===== src/rtl/axi3_burst_addr_gen.sv =====
// rtl/axi3_burst_addr_gen.sv - AXI3 per-beat address generator
// Takes one burst command and emits one address descriptor per data beat.
module axi3_burst_addr_gen #(
   parameter int ADDR_WIDTH = 32,
   parameter int DATA_BYTES = 4
) (
   input  logic                  clk,
   input  logic                  rst,
   input  logic                  cmd_valid,
   output logic                  cmd_ready,
   input  logic [ADDR_WIDTH-1:0] cmd_addr,
   input  logic [3:0]            cmd_len,
   input  logic [2:0]            cmd_size,
   input  logic [1:0]            cmd_burst,
   output logic                  beat_valid,
   input  logic                  beat_ready,
   output logic [ADDR_WIDTH-1:0] beat_addr,
   output logic [3:0]            beat_idx,
   output logic                  beat_last,
   output logic                  beat_err
);

   localparam logic [2:0] SIZE_MAX = 3'($clog2(DATA_BYTES));
   localparam logic [1:0] BURST_FIXED = 2'b00;
   localparam logic [1:0] BURST_INCR  = 2'b01;
   localparam logic [1:0] BURST_WRAP  = 2'b10;
   localparam logic [1:0] BURST_RSVD  = 2'b11;

   typedef enum logic {S_IDLE, S_BURST} state_t;

   state_t                state_q, state_d;
   logic [ADDR_WIDTH-1:0] addr_q, addr_d;
   logic [ADDR_WIDTH-1:0] wrap_mask_q, wrap_mask_d;
   logic [3:0]            idx_q, idx_d;
   logic [3:0]            len_q, len_d;
   logic [2:0]            size_q, size_d;
   logic [1:0]            burst_q, burst_d;
   logic                  err_q, err_d;

   logic [ADDR_WIDTH-1:0] cap_b, cap_bmask, cur_b, cur_bmask, next_addr;
   logic [12:0]           cap_total, cap_end;
   logic [11:0]           cap_low_mask;
   logic                  cap_err, wrap_len_ok, beat_fire, is_last, cap;

   always_comb begin
      // Burst geometry of the incoming command, used only at capture time
      cap_b        = ADDR_WIDTH'(1) << cmd_size;
      cap_bmask    = cap_b - ADDR_WIDTH'(1);
      cap_total    = 13'({1'b0, cmd_len} + 5'd1) << cmd_size;
      cap_low_mask = cap_bmask[11:0];
      cap_end      = {1'b0, cmd_addr[11:0] & ~cap_low_mask} + cap_total;
      wrap_len_ok  = (cmd_len == 4'd1) || (cmd_len == 4'd3) ||
                     (cmd_len == 4'd7) || (cmd_len == 4'd15);
      cap_err      = (cmd_burst == BURST_RSVD) || (cmd_size > SIZE_MAX) ||
                     ((cmd_burst == BURST_WRAP) &&
                      (!wrap_len_ok || ((cmd_addr & cap_bmask) != '0))) ||
                     ((cmd_burst == BURST_INCR) && (cap_end > 13'h1000));

      cur_b     = ADDR_WIDTH'(1) << size_q;
      cur_bmask = cur_b - ADDR_WIDTH'(1);
      case (burst_q)
         BURST_INCR: next_addr = (addr_q & ~cur_bmask) + cur_b;
         // Legal wraps are B-aligned with power-of-two totals, so wrapping is a masked add
         BURST_WRAP: next_addr = (addr_q & ~wrap_mask_q) | ((addr_q + cur_b) & wrap_mask_q);
         default:    next_addr = addr_q;
      endcase

      beat_fire = (state_q == S_BURST) && beat_ready;
      is_last   = (state_q == S_BURST) && (idx_q == len_q);
      cmd_ready = !rst && ((state_q == S_IDLE) || (beat_fire && is_last));
      cap       = cmd_valid && cmd_ready;

      state_d     = state_q;
      addr_d      = addr_q;
      wrap_mask_d = wrap_mask_q;
      idx_d       = idx_q;
      len_d       = len_q;
      size_d      = size_q;
      burst_d     = burst_q;
      err_d       = err_q;

      if (cap) begin
         state_d     = S_BURST;
         addr_d      = cmd_addr;
         wrap_mask_d = ADDR_WIDTH'(cap_total - 13'd1);
         idx_d       = 4'd0;
         len_d       = cmd_len;
         size_d      = cmd_size;
         burst_d     = cap_err ? BURST_FIXED : cmd_burst;
         err_d       = cap_err;
      end else if (beat_fire) begin
         if (is_last) begin
            state_d = S_IDLE;
         end else begin
            idx_d  = idx_q + 4'd1;
            addr_d = next_addr;
         end
      end
   end

   always_ff @(posedge clk or posedge rst) begin
      if (rst) begin
         state_q     <= S_IDLE;
         addr_q      <= '0;
         wrap_mask_q <= '0;
         idx_q       <= '0;
         len_q       <= '0;
         size_q      <= '0;
         burst_q     <= BURST_FIXED;
         err_q       <= 1'b0;
      end else begin
         state_q     <= state_d;
         addr_q      <= addr_d;
         wrap_mask_q <= wrap_mask_d;
         idx_q       <= idx_d;
         len_q       <= len_d;
         size_q      <= size_d;
         burst_q     <= burst_d;
         err_q       <= err_d;
      end
   end

   assign beat_valid = (state_q == S_BURST);
   assign beat_addr  = addr_q;
   assign beat_idx   = idx_q;
   assign beat_last  = is_last;
   assign beat_err   = err_q;

endmodule

===== config.mk =====
export PLATFORM = sky130hd
export DESIGN_NAME = axi3_burst_addr_gen
export DESIGN_NICKNAME = d
export VERILOG_FILES = /design/src/rtl/axi3_burst_addr_gen.sv
export SDC_FILE = /design/constraint.sdc
export NUM_CORES = 1
export LEC_CHECK = 0
export CELL_PAD_IN_SITES_DETAIL_PLACEMENT = 2
export CELL_PAD_IN_SITES_GLOBAL_PLACEMENT = 2
export CORE_ASPECT_RATIO = 0.7
export CORE_MARGIN = 4
export CORE_UTILIZATION = 33
export DETAILED_ROUTE_END_ITERATION = 7
export PLACE_DENSITY_LB_ADDON = 0.1
export SKIP_CTS_REPAIR_TIMING = 1
export SYNTH_ARGS = -nofsm -noshare
export SYNTH_HDL_FRONTEND = slang
export SYNTH_SLANG_ARGS = --single-unit

===== constraint.sdc =====
create_clock -name clk -period 4.4 [get_ports clk]
set_input_delay 0.66 -clock clk [delete_from_list [all_inputs] [get_ports clk]]
set_output_delay 0.66 -clock clk [all_outputs]
set_load 0.02 [all_outputs]

# Word level (Yosys, flattened, before mapping)

Cells that the tools add are included.

Memory bits (writable): 0
Latch bits: 0
ROM bits: 0
Memories: 0
Register bits after elaboration: 79

Mux-type cells: 11
Divide/modulo/power cells: 0
Bitwise gates (word level): 10
$lt $le $gt $ge: 2
Reductions and logical operators: 24
Shift operators: 3
Multipliers: 0
Add/sub/neg operators: 8
Equal/unequal tests: 11

Operator list:

| cell                                                 | count |
|---|---|
| AND 32 bit                                           | 4 |
| 2-to-1 mux 32 bit                                    | 3 |
| adder 32 bit                                         | 2 |
| inverter 32 bit                                      | 2 |
| case mux 32 bit (2 select lines)                     | 1 |
| left shift 1 x 3 -> 32 bit (first input constant)    | 2 |
| subtractor 32 x 1 -> 32 bit (second input constant)  | 2 |
| bitwise OR 32 bit                                    | 1 |
| nonzero test 32 bit                                  | 1 |
| subtractor 13 x 1 -> 14 bit (second input constant)  | 1 |
| adder 12 x 13 -> 13 bit                              | 1 |
| > comparator 13 bit (second input constant)          | 1 |
| left shift 5 x 3 -> 13 bit                           | 1 |
| AND 12 bit                                           | 1 |
| 2-to-1 mux 4 bit                                     | 3 |
| inverter 12 bit                                      | 1 |
| logical OR 1 bit                                     | 8 |
| logical AND 1 bit                                    | 7 |
| equality test 2 bit (second input constant)          | 3 |
| adder 4 x 1 -> 5 bit (second input constant)         | 1 |
| adder 4 x 1 -> 4 bit (second input constant)         | 1 |
| equality test 2 x 1 -> 1 bit (second input constant) | 2 |
| equality test 4 x 1 -> 1 bit (second input constant) | 1 |
| equality test 4 x 2 -> 1 bit (second input constant) | 1 |
| 13 further kinds                                     | 18 |

# Logic depth before layout (Yosys ltp)

Gate-level depths: netlist of run 1.

Depth after elaboration: 10
Depth in mapped cells: 15

# Worst setup path after synthesis of run 1

No wires, ideal clock.

Path kind: input to register
From: input cmd_size[0]
To: register err_q, in the netlist beat_err
Data arrival time: 3.688 ns
Slack: 0.586 ns
Required time: 4.274 ns
Library setup time: 0.126 ns
Stages on the path: 14
Cell sequence: clkbuf_1 > clkbuf_1 > or3_1 > ha_1 > and2_1 > ha_1 > and3_1 > a221o_1 > o2111ai_1 > a21oi_1 > xor2_1 > nor4_1 > a21oi_1 > a221o_1

Word-level cells in the longest chain between the ends: 8
Elaborated cells between the ends (all ways): 16
Those cells by class: 2 x add/sub; 2 x order compare; 2 x shift; 3 x bitwise; 7 x reduce/logical

RTL lines:

| item                                                        | line   | source |
|---|---|---|
| start: declaration                                          | 13     | `input logic [2:0] cmd_size,` |
| left shift 1 x 3 -> 32 bit                                  | 47     | `cap_b = ADDR_WIDTH'(1) << cmd_size;` |
| subtractor 32 x 1 -> 32 bit                                 | 48     | `cap_bmask = cap_b - ADDR_WIDTH'(1);` |
| inverter 12 bit or AND 32 bit (tied branches)               | 51, 56 |  |
| AND 12 bit or nonzero test 32 bit (tied branches)           | 51, 56 |  |
| adder 12 x 13 -> 13 bit or logical OR 1 bit (tied branches) | 51, 56 |  |
| > comparator 13 bit or logical AND 1 bit (tied branches)    | 57, 55 |  |
| logical AND 1 bit or logical OR 1 bit (tied branches)       | 57, 54 |  |
| logical OR 1 bit *                                          | 56     | `(!wrap_len_ok \|\| ((cmd_addr & cap_bmask) != '0))) \|\|` |
| end signal: assignment                                      | 119    | `err_q <= err_d;` |
| end: declaration                                            | 38     | `logic err_q, err_d;` |

Every way passes the cells marked *; elsewhere a longest branch is shown, timed or not.
A chain may end at the register's enable or synchronous reset.

# Worst setup path after layout of run 1

From: input cmd_len[1]
To: register err_q, in the netlist beat_err

Word-level cells in the longest chain between the ends: 9
Elaborated cells between the ends (all ways): 17
Those cells by class: 2 x add/sub; 1 x order compare; 4 x eq/ne; 1 x shift; 9 x reduce/logical

RTL lines:

| item                                                                            | line | source |
|---|---|---|
| start: declaration                                                              | 12   | `input logic [3:0] cmd_len,` |
| parallel branches: the longest is 8 deep, another holds adder 12 x 13 -> 13 bit | n/a  |  |
| logical OR 1 bit *                                                              | 56   |  |

Mark *: on every way between the ends.

==> results of run 1 <==
[Yosys cell counts (11+ instances only)]
cell type,n,area [sq um]
a21oi_1,61,305
a31oi_1,13,81.3
and2_1,18,113
clkbuf_1,41,154
dfrtp_1,61,1530
ha_1,33,413
inv_1,37,139
mux2i_1,14,140
nand2_1,113,424
nand3_1,34,170
nor2_1,70,263
nor2b_1,12,75.1
nor3_1,19,95.1
o21a_1,11,82.6
o21ai_0,90,450
o22ai_1,12,75.1
xnor2_1,27,236
xor2_1,18,158
[power by group through the flow]
stage	combinational, uW	sequential [uW]	clock (uW)
4_1_cts	3180	1260	761
6_report	3200	1270	745
2_1_floorplan	1910	1210	0
5_1_grt	3480	1320	792
3_5_place_dp	3150	1270	0
3_3_place_gp	3000	1240	0
[worst paths after layout]
kind                       slack, ns  depth (start not counted)                          to
max                             0.28                         16        beat_err$_DFFE_PP0P_
min reg2reg                     0.51                          2        len_q[3]$_DFFE_PP0P_
max in group asynchronous       2.77                          3  asynchronous set/reset pin
max reg2reg                     0.34                         10                    register
min                             0.51                          2        len_q[3]$_DFFE_PP0P_
min in group asynchronous       0.97                          3  asynchronous set/reset pin
[critical path, cell delays in order]
cell and delay, ns:
clkdlybuf4s50_1 0.59, ha_1 0.23, buf_4 0.13, xor2_1 0.21
o21a_1 0.22, mux2i_1 0.10, nor2_1 0.17, ha_1 0.31
and3_1 0.20, a221o_1 0.34, o2111ai_1 0.19, a21oi_1 0.11
xor2_1 0.16, nor4_1 0.29, a21oi_1 0.14, a221o_1 0.29
[cell usage in the layout, fill, tap and decap left out, types with 19 or more instances in the layout]
master | Yosys | routed
nand3_1 | 34 | 34
clkdlybuf4s50_1 | 0 | 83
ha_1 | 33 | 33
xnor2_1 | 27 | 27
buf_4 | 1 | 45
nand2_1 | 113 | 112
inv_1 | 37 | 36
nor2_1 | 70 | 70
a21oi_1 | 61 | 61
o21ai_0 | 90 | 89
dfrtp_1 | 61 | 61
nor3_1 | 19 | 19
[layout make-up]
cell class	instances	share of cell area, %
sequential	61	18.7
multi-input combinational	741	57.3
tap	264	4.04
clock buffer	10	2.80
clock inverter	6	0.780
inverter	38	1.74
timing repair buffer	130	14.7
[layer usage]
layer	wire, um	vias to the layer above	share of wire (%)
li1	-	3461	-
met1	15400	3883	50
met4	213	2	0.70
met5	7	-	0.023
met2	13100	185	43
met3	1800	19	5.9
[cells by family after synthesis]
kind of cell	count (synthesis)	synth area share (%)
and+or+nand+nor	348	26.6
AOI/OAI and AO/OA	296	29.1
buffers and inverters	94	5.61
DFF	61	23.2
xor gates and xnor gates	45	5.99
adders and majority gates	35	6.88
muxes	17	2.64
[metrics by stage]
stage | area (sq um) | hold slack, ns
6_report | 8180 | 0.514
5_1_grt | 8180 | 0.554
4_1_cts | 8180 | 0.522
3_5_place_dp | 7880 | 0.507
3_3_place_gp | 7880 | 0.490
2_1_floorplan | 6580 | 0.460
==> results.sh, run 1 <==
export IMPL_reg2reg_from="size_q[2]$_DFFE_PP0P_"
export IMPL_p_per_area_nw_per_um2=638
export IMPL_multi_input_area_sq_um=4690
export IMPL_htreeDepth=3
export IMPL_worst_slack_ns=0.277
export IMPL_cts_buffers=9
export IMPL_synthFlopType="dfrtp_1"
export IMPL_ff_latch_area_sq_um=1530
export IMPL_cap_violations=0
export IMPL_cts_tree="done"
export IMPL_use_met1_pct=41.7
export IMPL_fin_cells=1250
export IMPL_setup_viol=0
export IMPL_core_region_area_sq_um=19200
export IMPL_antenna_found_initial=1
export IMPL_fin_util_pct=42.5
export IMPL_viasPerCell=6.04
export IMPL_dr_pass1_iters=5
export IMPL_switching_share_pct=51.4
export IMPL_ir_drop_mv=0.428
export IMPL_path_class="in2reg"
export IMPL_dp_hpwl_um=23400
export IMPL_die_x_um=177
export IMPL_clk_pin_slew_worst_paths_ns=0.06
export IMPL_grt_overflow=0
export IMPL_synth_edf_count=0
export IMPL_dr_total_vias=7550
export IMPL_required_ns=4.63
export IMPL_period_share_pct=93.7
export IMPL_avgSynthCellArea_sq_um=7.34
export IMPL_synthCells=896
export IMPL_fmax_ghz=0.243
export IMPL_combPwrFrac_pct=61.4
export IMPL_period_minus_slack_ns=4.12
export IMPL_grt_usage_pct=27.2
export IMPL_power_switching_uw=2680
export IMPL_min_path_type="reg2reg"
export IMPL_grt_busiest_layer="met1"
export IMPL_first_iter_violations=524
export IMPL_worstHoldStart="len_q[3]$_DFFE_PP0P_"
export IMPL_synth_sequential_area_ratio_pct=23.2
export IMPL_boundaryPins=85
export IMPL_final_nets=1061
export IMPL_ant_nets=0
export IMPL_clockPowerShare_pct=14.3
export IMPL_p_leak_uw=0.00332
export IMPL_grt_pass1_wl_um=47500
export IMPL_crit_fanout=6
export IMPL_fill_cells=2293
export IMPL_seq_power_share_pct=24.4
export IMPL_hold_viol=0
export IMPL_intPower_uw=2540
export IMPL_die_h_um=126
export IMPL_ys_seq_elements=61
export IMPL_diodes=0
export IMPL_cp_end_kind="register"
export IMPL_netlist_area_sq_um=6580
export IMPL_drc_errors=0
export IMPL_grtUsageMet2_pct=40.1
export IMPL_yosysUniqueCellTypes=82
export IMPL_synthToLayoutAreaGrowth_pct=24.3
export IMPL_cts_buffer_depth=2
export IMPL_num_rows=42
export IMPL_drive_gt1_share_pct=8.82
export IMPL_clk_latency_ns=0.35
export IMPL_die_area_sq_um=22300
export IMPL_floorplan_initialDensity_pct=34.2
export IMPL_start_kind="input port"
export IMPL_fin_skew_ns=0.0124
export IMPL_dp_slack_ns=-0.0963
export IMPL_cp_arrival_ns=4.35
export IMPL_rsz0062_at_grt="no"
export IMPL_status="finished, final reports clean"
export IMPL_syn_num_nets=976
export IMPL_dp_cells=1234
export IMPL_wl_per_cell_um=24.4
export IMPL_use_met3_pct=5.63
export IMPL_grt_pass1_vias=7899
export IMPL_yosysWarnings=0
export IMPL_power_uw=5220
export IMPL_drv_slew=0
export IMPL_portBuffers=84
export IMPL_critPathLaunch="cmd_len[1]"
export IMPL_routed_wl_um=30500
export IMPL_relSlewSlack_pct=22.6
export IMPL_clock_sinks=61
export IMPL_tns_ns=0
export IMPL_async_reset_ff_share_pct=100
export IMPL_worstMarginPinSlew_ns=1.15
export IMPL_grt_max_degree=62
export IMPL_gp_congestion=0.944
export IMPL_cts_root_buf="clkbuf_16"
Note: power is estimated with default switching activity, not from simulation.
==> run 2: changes to the inputs <==
Settings changed: REMOVE_ABC_BUFFERS from default to 1.
==> run 2 against run 1 <==
  * Die area unchanged
  * Clock power up 23%
  * Count of clock-buffer cells in the layout unchanged
  * Via count down 0.12%
  * Hold slack worse by 0.0046 ns
  * Routed wire length about the same
  * Fmax up 3.6%
  * Non-clock buffer count down 6
  * Final cell count down 0.48%
  * Clock skew down 0.0034 ns
  * Register-to-register slack better by 0.15 ns
  * Largest cell class unchanged
==> results.sh, run 2 (synthesized netlist as in run 1, its figures left out) <==
export IMPL_dr_pass1_iters=6
export IMPL_clk_pin_slew_worst_paths_ns=0.06
export IMPL_worst_r2r_path_depth=13
export IMPL_die_h_um=126
export IMPL_cts_root_buf="clkbuf_16"
export IMPL_crit_family="compound AO/OA/AOI/OAI gates"
export IMPL_floorplan_initialDensity_pct=34.2
export IMPL_first_iter_violations=562
export IMPL_drv_slew=0
export IMPL_p_leak_uw=0.00332
export IMPL_reg2reg_slack_ns=0.49
export IMPL_period_share_pct=90.4
export IMPL_cts_buffer_depth=2
export IMPL_cp_end_kind="register"
export IMPL_whs_ns=0.510
export IMPL_dp_hpwl_um=23500
export IMPL_start_kind="input port"
export IMPL_grt_max_degree=62
export IMPL_worstPathCellList="clkdlybuf4s50_1 > nand4b_1 > o21ai_0 > a32o_1 > o21ai_0 > o21ai_1 > ha_1 > and3_1 > a221o_1 > o2111ai_1 > a21oi_1 > xor2_1 > nor4_1 > a21oi_1 > a221o_1"
export IMPL_boundaryPins=85
export IMPL_final_nets=1055
export IMPL_synthToLayoutAreaGrowth_pct=24.8
export IMPL_path_class="in2reg"
export IMPL_status="finished, final reports clean"
export IMPL_grt_overflow=0
export IMPL_dp_cells=1228
export IMPL_crit_fanout=8
export IMPL_drc_errors=0
export IMPL_gp_congestion=0.882
export IMPL_grt_pass1_vias=8104
export IMPL_path_buf_inv=1
export IMPL_viasPerCell=6.06
export IMPL_period_minus_slack_ns=3.98
export IMPL_fin_area_sq_um=8210
export IMPL_cap_violations=0
export IMPL_die_area_sq_um=22300
export IMPL_ant_nets=0
export IMPL_diodes=0
export IMPL_reg2reg_from="size_q[2]$_DFFE_PP0P_"
export IMPL_core_region_area_sq_um=19200
export IMPL_fin_cells=1244
export IMPL_fmax_ghz=0.251
export IMPL_portBuffers=84
export IMPL_setup_viol=0
export IMPL_p_per_area_nw_per_um2=661
export IMPL_worstHoldStart="len_q[3]$_DFFE_PP0P_"
export IMPL_cp_arrival_ns=4.20
export IMPL_die_x_um=177
export IMPL_ir_drop_mv=0.228
export IMPL_cts_tree="done"
export IMPL_postPlaceCellArea_sq_um=7840
export IMPL_fin_skew_ns=0.00904
export IMPL_min_path_type="reg2reg"
export IMPL_power_uw=5430
export IMPL_final_cell_mix="nand2_1 (112), o21ai_0 (89), clkdlybuf4s50_1 (84), nor2_1 (70)"
export IMPL_worst_slack_ns=0.420
export IMPL_grt_pass1_wl_um=48000
export IMPL_htreeDepth=3
export IMPL_min_path_cells=2
export IMPL_wl_per_cell_um=24.5
export IMPL_clock_sinks=61
export IMPL_dp_slack_ns=-0.0487
export IMPL_worstMarginPinSlew_ns=0.899
export IMPL_dr_total_vias=7541
export IMPL_drive_gt1_share_pct=8.37
export IMPL_routed_wl_um=30500
export IMPL_required_ns=4.62
export IMPL_clk_latency_ns=0.35
export IMPL_num_rows=42
export IMPL_grt_usage_pct=27.3
export IMPL_crit_slowest_cell="clkdlybuf4s50_1"
export IMPL_antenna_found_initial=0
export IMPL_rsz0062_at_grt="no"
export IMPL_relSlewSlack_pct=39.5
export IMPL_cts_buffers=9
export IMPL_hold_viol=0
export IMPL_critPathMaxStageDelay_ns=0.63
export IMPL_mostFrequentLayoutCell="nand2_1"
export IMPL_holdPathEnd="len_q[3]$_DFFE_PP0P_"
-- run 2: cell types whose count changed in the layout (fill, tap and decap cells not counted), sizes merged --
cell / previous run / this run
clkinvlp: 2 / 0
buf: 46 / 40
bufinv: 1 / 4
clkinv: 4 / 3
dlymetal6s2s: 1 / 0
clkdlybuf4s50: 83 / 84
-- run 2: area by class of cell --
| cell class | instances | area [sq um] |
|---|---|---|
| Clock buffer | 10 | 239 |
| Clock inverter | 6 | 134 |
| Fill cell | 2270 | 11000 |
| Inverter | 38 | 143 |
| Multi-Input combinational cell | 741 | 4690 |
| Sequential cell | 61 | 1530 |
| Tap cell | 264 | 330 |
| Timing Repair Buffer | 124 | 1150 |
-- run 2: worst max-delay path by stage --
stage	cells past startpoint	start	end	slack, ns
2_1_floorplan	15	cmd_len[0]	beat_err$_DFFE_PP0P_	0.66
5_1_grt	16	cmd_len[1]	beat_err$_DFFE_PP0P_	0.08
3_3_place_gp	16	cmd_len[1]	beat_err$_DFFE_PP0P_	0.11
3_5_place_dp	16	cmd_len[1]	beat_err$_DFFE_PP0P_	-0.05
6_report	15	cmd_len[3]	beat_err$_DFFE_PP0P_	0.42
4_1_cts	16	cmd_len[1]	beat_err$_DFFE_PP0P_	0.32
-- run 2: tightest hold or removal path: stages (launching register included) --
cell and delay, ns:
dfrtp_1 0.36, nand2_1 0.06, nand2_1 0.06
-- run 2: where the power goes --
part / switching, uW / leakage [uW] / internal [uW]
Clock: 292 / 0.000183 / 626
Sequential: 438 / 0.000751 / 808
Combinational: 1980 / 0.00239 / 1290
Total: 2710 / 0.00332 / 2720
-- run 2: metrics by stage --
stage,util [%],setup TNS [ns]
2_1_floorplan,-,0
3_3_place_gp,40.8,0
3_5_place_dp,40.8,-0.0487
4_1_cts,42.7,0
5_1_grt,42.7,0
6_report,42.7,0
-- run 2: routing by layer --
| metal | routed length [um] | GRT usage, % |
|---|---|---|
| met1 | 14900 | 40.2 |
| met2 | 13400 | 41.5 |
| met3 | 2020 | 6.53 |
| met4 | 229 | 3.91 |
| met5 | 0 | 0 |
==> run 3: changes to the inputs <==
Settings changed: CORE_UTILIZATION 33 to 29.
Clock period 4.4 ns to 3.3 ns, I/O delays scaled along.
==> run 3 against run 2 <==
  * Flip-flop and latch count is the same
  * Die area grew 13%
  * Sequential share of layout area shrank 2.4 points
  * Clock power grew 12%
  * Hold slack lost 0.0066 ns
  * Critical path depth grew 1
  * Power grew 41%
  * Non-clock buffer count grew 116
  * Combinational power grew 54%
  * Critical path type unchanged
==> results.sh, run 3 (synthesized netlist as in run 1, its figures left out) <==
export IMPL_status="finished, final reports clean"
export IMPL_clock_sinks=61
export IMPL_grt_pass1_wl_um=48600
export IMPL_cp_end_kind="register"
export IMPL_core_region_area_sq_um=22000
export IMPL_die_h_um=134
export IMPL_period_share_pct=98.2
export IMPL_grt_overflow=0
export IMPL_rsz0062_at_grt="yes"
export IMPL_relSlewSlack_pct=38.6
export IMPL_ff_latch_area_sq_um=1530
export IMPL_met3_length_um=1560
export IMPL_grt_max_degree=62
export IMPL_met2WireLength_um=13900
export IMPL_grt_usage_pct=24.5
export IMPL_fin_skew_ns=0.00819
export IMPL_fill_cells=2498
export IMPL_crit_fanout=4
export IMPL_final_nets=1171
export IMPL_drv_slew=0
export IMPL_drc_errors=0
export IMPL_path_buf_inv=2
export IMPL_p_per_area_nw_per_um2=810
export IMPL_worst_slack_ns=0.0604
export IMPL_tns_ns=0
export IMPL_power_uw=7630
export IMPL_ir_drop_mv=0.345
export IMPL_crit_slowest_cell="ha_1"
export IMPL_cts_buffer_depth=2
export IMPL_diodes=0
export IMPL_floorplan_initialDensity_pct=29.9
export IMPL_htreeDepth=3
export IMPL_clk_latency_ns=0.36
export IMPL_reg2reg_slack_ns=0.12
export IMPL_cts_root_buf="clkbuf_16"
export IMPL_ant_nets=0
export IMPL_synthToLayoutAreaGrowth_pct=43.1
export IMPL_portBuffers=84
export IMPL_worstPathCellList="buf_6 > ha_4 > buf_6 > xor2_2 > o21a_1 > nand2_1 > o21ai_1 > ha_1 > and3_1 > a221o_1 > o2111ai_2 > a21oi_2 > xor2_1 > nor4_1 > a21oi_1 > a221o_1"
export IMPL_setup_viol=0
export IMPL_die_area_sq_um=25200
export IMPL_mostFrequentLayoutCell="buf_4"
export IMPL_viasPerCell=5.68
export IMPL_grt_pass1_vias=8131
export IMPL_final_cell_mix="buf_4 (147), nand2_1 (110), o21ai_0 (80), clkdlybuf4s50_1 (77), nor2_1 (65)"
export IMPL_dp_slack_ns=-0.797
export IMPL_path_class="in2reg"
export IMPL_gp_congestion=0.887
export IMPL_dp_cells=1380
export IMPL_cts_buffers=9
export IMPL_p_leak_uw=0.00394
export IMPL_num_rows=45
export IMPL_period_minus_slack_ns=3.24
export IMPL_boundaryPins=85
export IMPL_postPlaceCellArea_sq_um=8750
export IMPL_start_kind="input port"
export IMPL_cts_tree="done"
export IMPL_required_ns=3.53
export IMPL_dr_total_vias=7947
export IMPL_clk_pin_slew_worst_paths_ns=0.05
export IMPL_drive_gt1_share_pct=23.1
export IMPL_dr_pass1_iters=5
export IMPL_critPathMaxStageDelay_ns=0.36
export IMPL_fin_cells=1399
export IMPL_cp_arrival_ns=3.47
export IMPL_crit_family="compound AO/OA/AOI/OAI gates"
export IMPL_hold_viol=0
export IMPL_worstMarginPinSlew_ns=0.921
export IMPL_fmax_ghz=0.309
export IMPL_wl_per_cell_um=23.5
export IMPL_first_iter_violations=607
export IMPL_antenna_found_initial=0
export IMPL_cap_violations=0
export IMPL_die_x_um=188
export IMPL_met1_length_um=17100
export IMPL_routed_wl_um=32900
export IMPL_multi_input_area_sq_um=4990
export IMPL_min_path_type="reg2reg"
export IMPL_fin_area_sq_um=9420
export IMPL_dp_hpwl_um=24700
export IMPL_dr_max_layer_used="met4"
-- run 3: metal layers --
layer	up-vias	global-route usage [%]
met1	4067	38.8
met5	-	0
met3	16	4.58
met2	181	34.3
met4	0	4.65
li1	3683	-
-- run 3: worst paths after layout --
kind	startpoint	endpoint	cells past startpoint
setup / recovery	cmd_len[1]	beat_err$_DFFE_PP0P_	16
hold reg to reg	len_q[1]$_DFFE_PP0P_	len_q[1]$_DFFE_PP0P_	2
max in group asynchronous	rst	size_q[2]$_DFFE_PP0P_	3
setup reg to reg	size_q[2]$_DFFE_PP0P_	register	12
hold / removal	len_q[1]$_DFFE_PP0P_	len_q[1]$_DFFE_PP0P_	2
min in group asynchronous	rst	beat_idx[0]$_DFFE_PP0P_	3
-- run 3: worst min-delay path, stage by stage, from the launching register on --
cell and delay, ns:
dfrtp_1 0.35, nand2_1 0.05, o21ai_0 0.06
-- run 3: power by group --
group	internal (uW)	switching [uW]
Clock	639	390
Combinational	2130	2910
Sequential	1080	483
Total	3850	3780
-- run 3: through the flow --
| stage | hold WS (ns) | util (%) |
|---|---|---|
| 3_3_place_gp | 0.487 | 39.7 |
| 2_1_floorplan | 0.460 | - |
| 6_report | 0.503 | 42.8 |
| 4_1_cts | 0.508 | 41.1 |
| 5_1_grt | 0.530 | 42.8 |
| 3_5_place_dp | 0.494 | 39.7 |
-- run 3: layout make-up --
type,count,area share [%]
clock inverter,1,0.319
multi-input combinational,741,53.0
sequential,61,16.2
inverter,38,1.51
timing repair buffer,240,22.0
clock buffer,13,2.87
tap,305,4.05
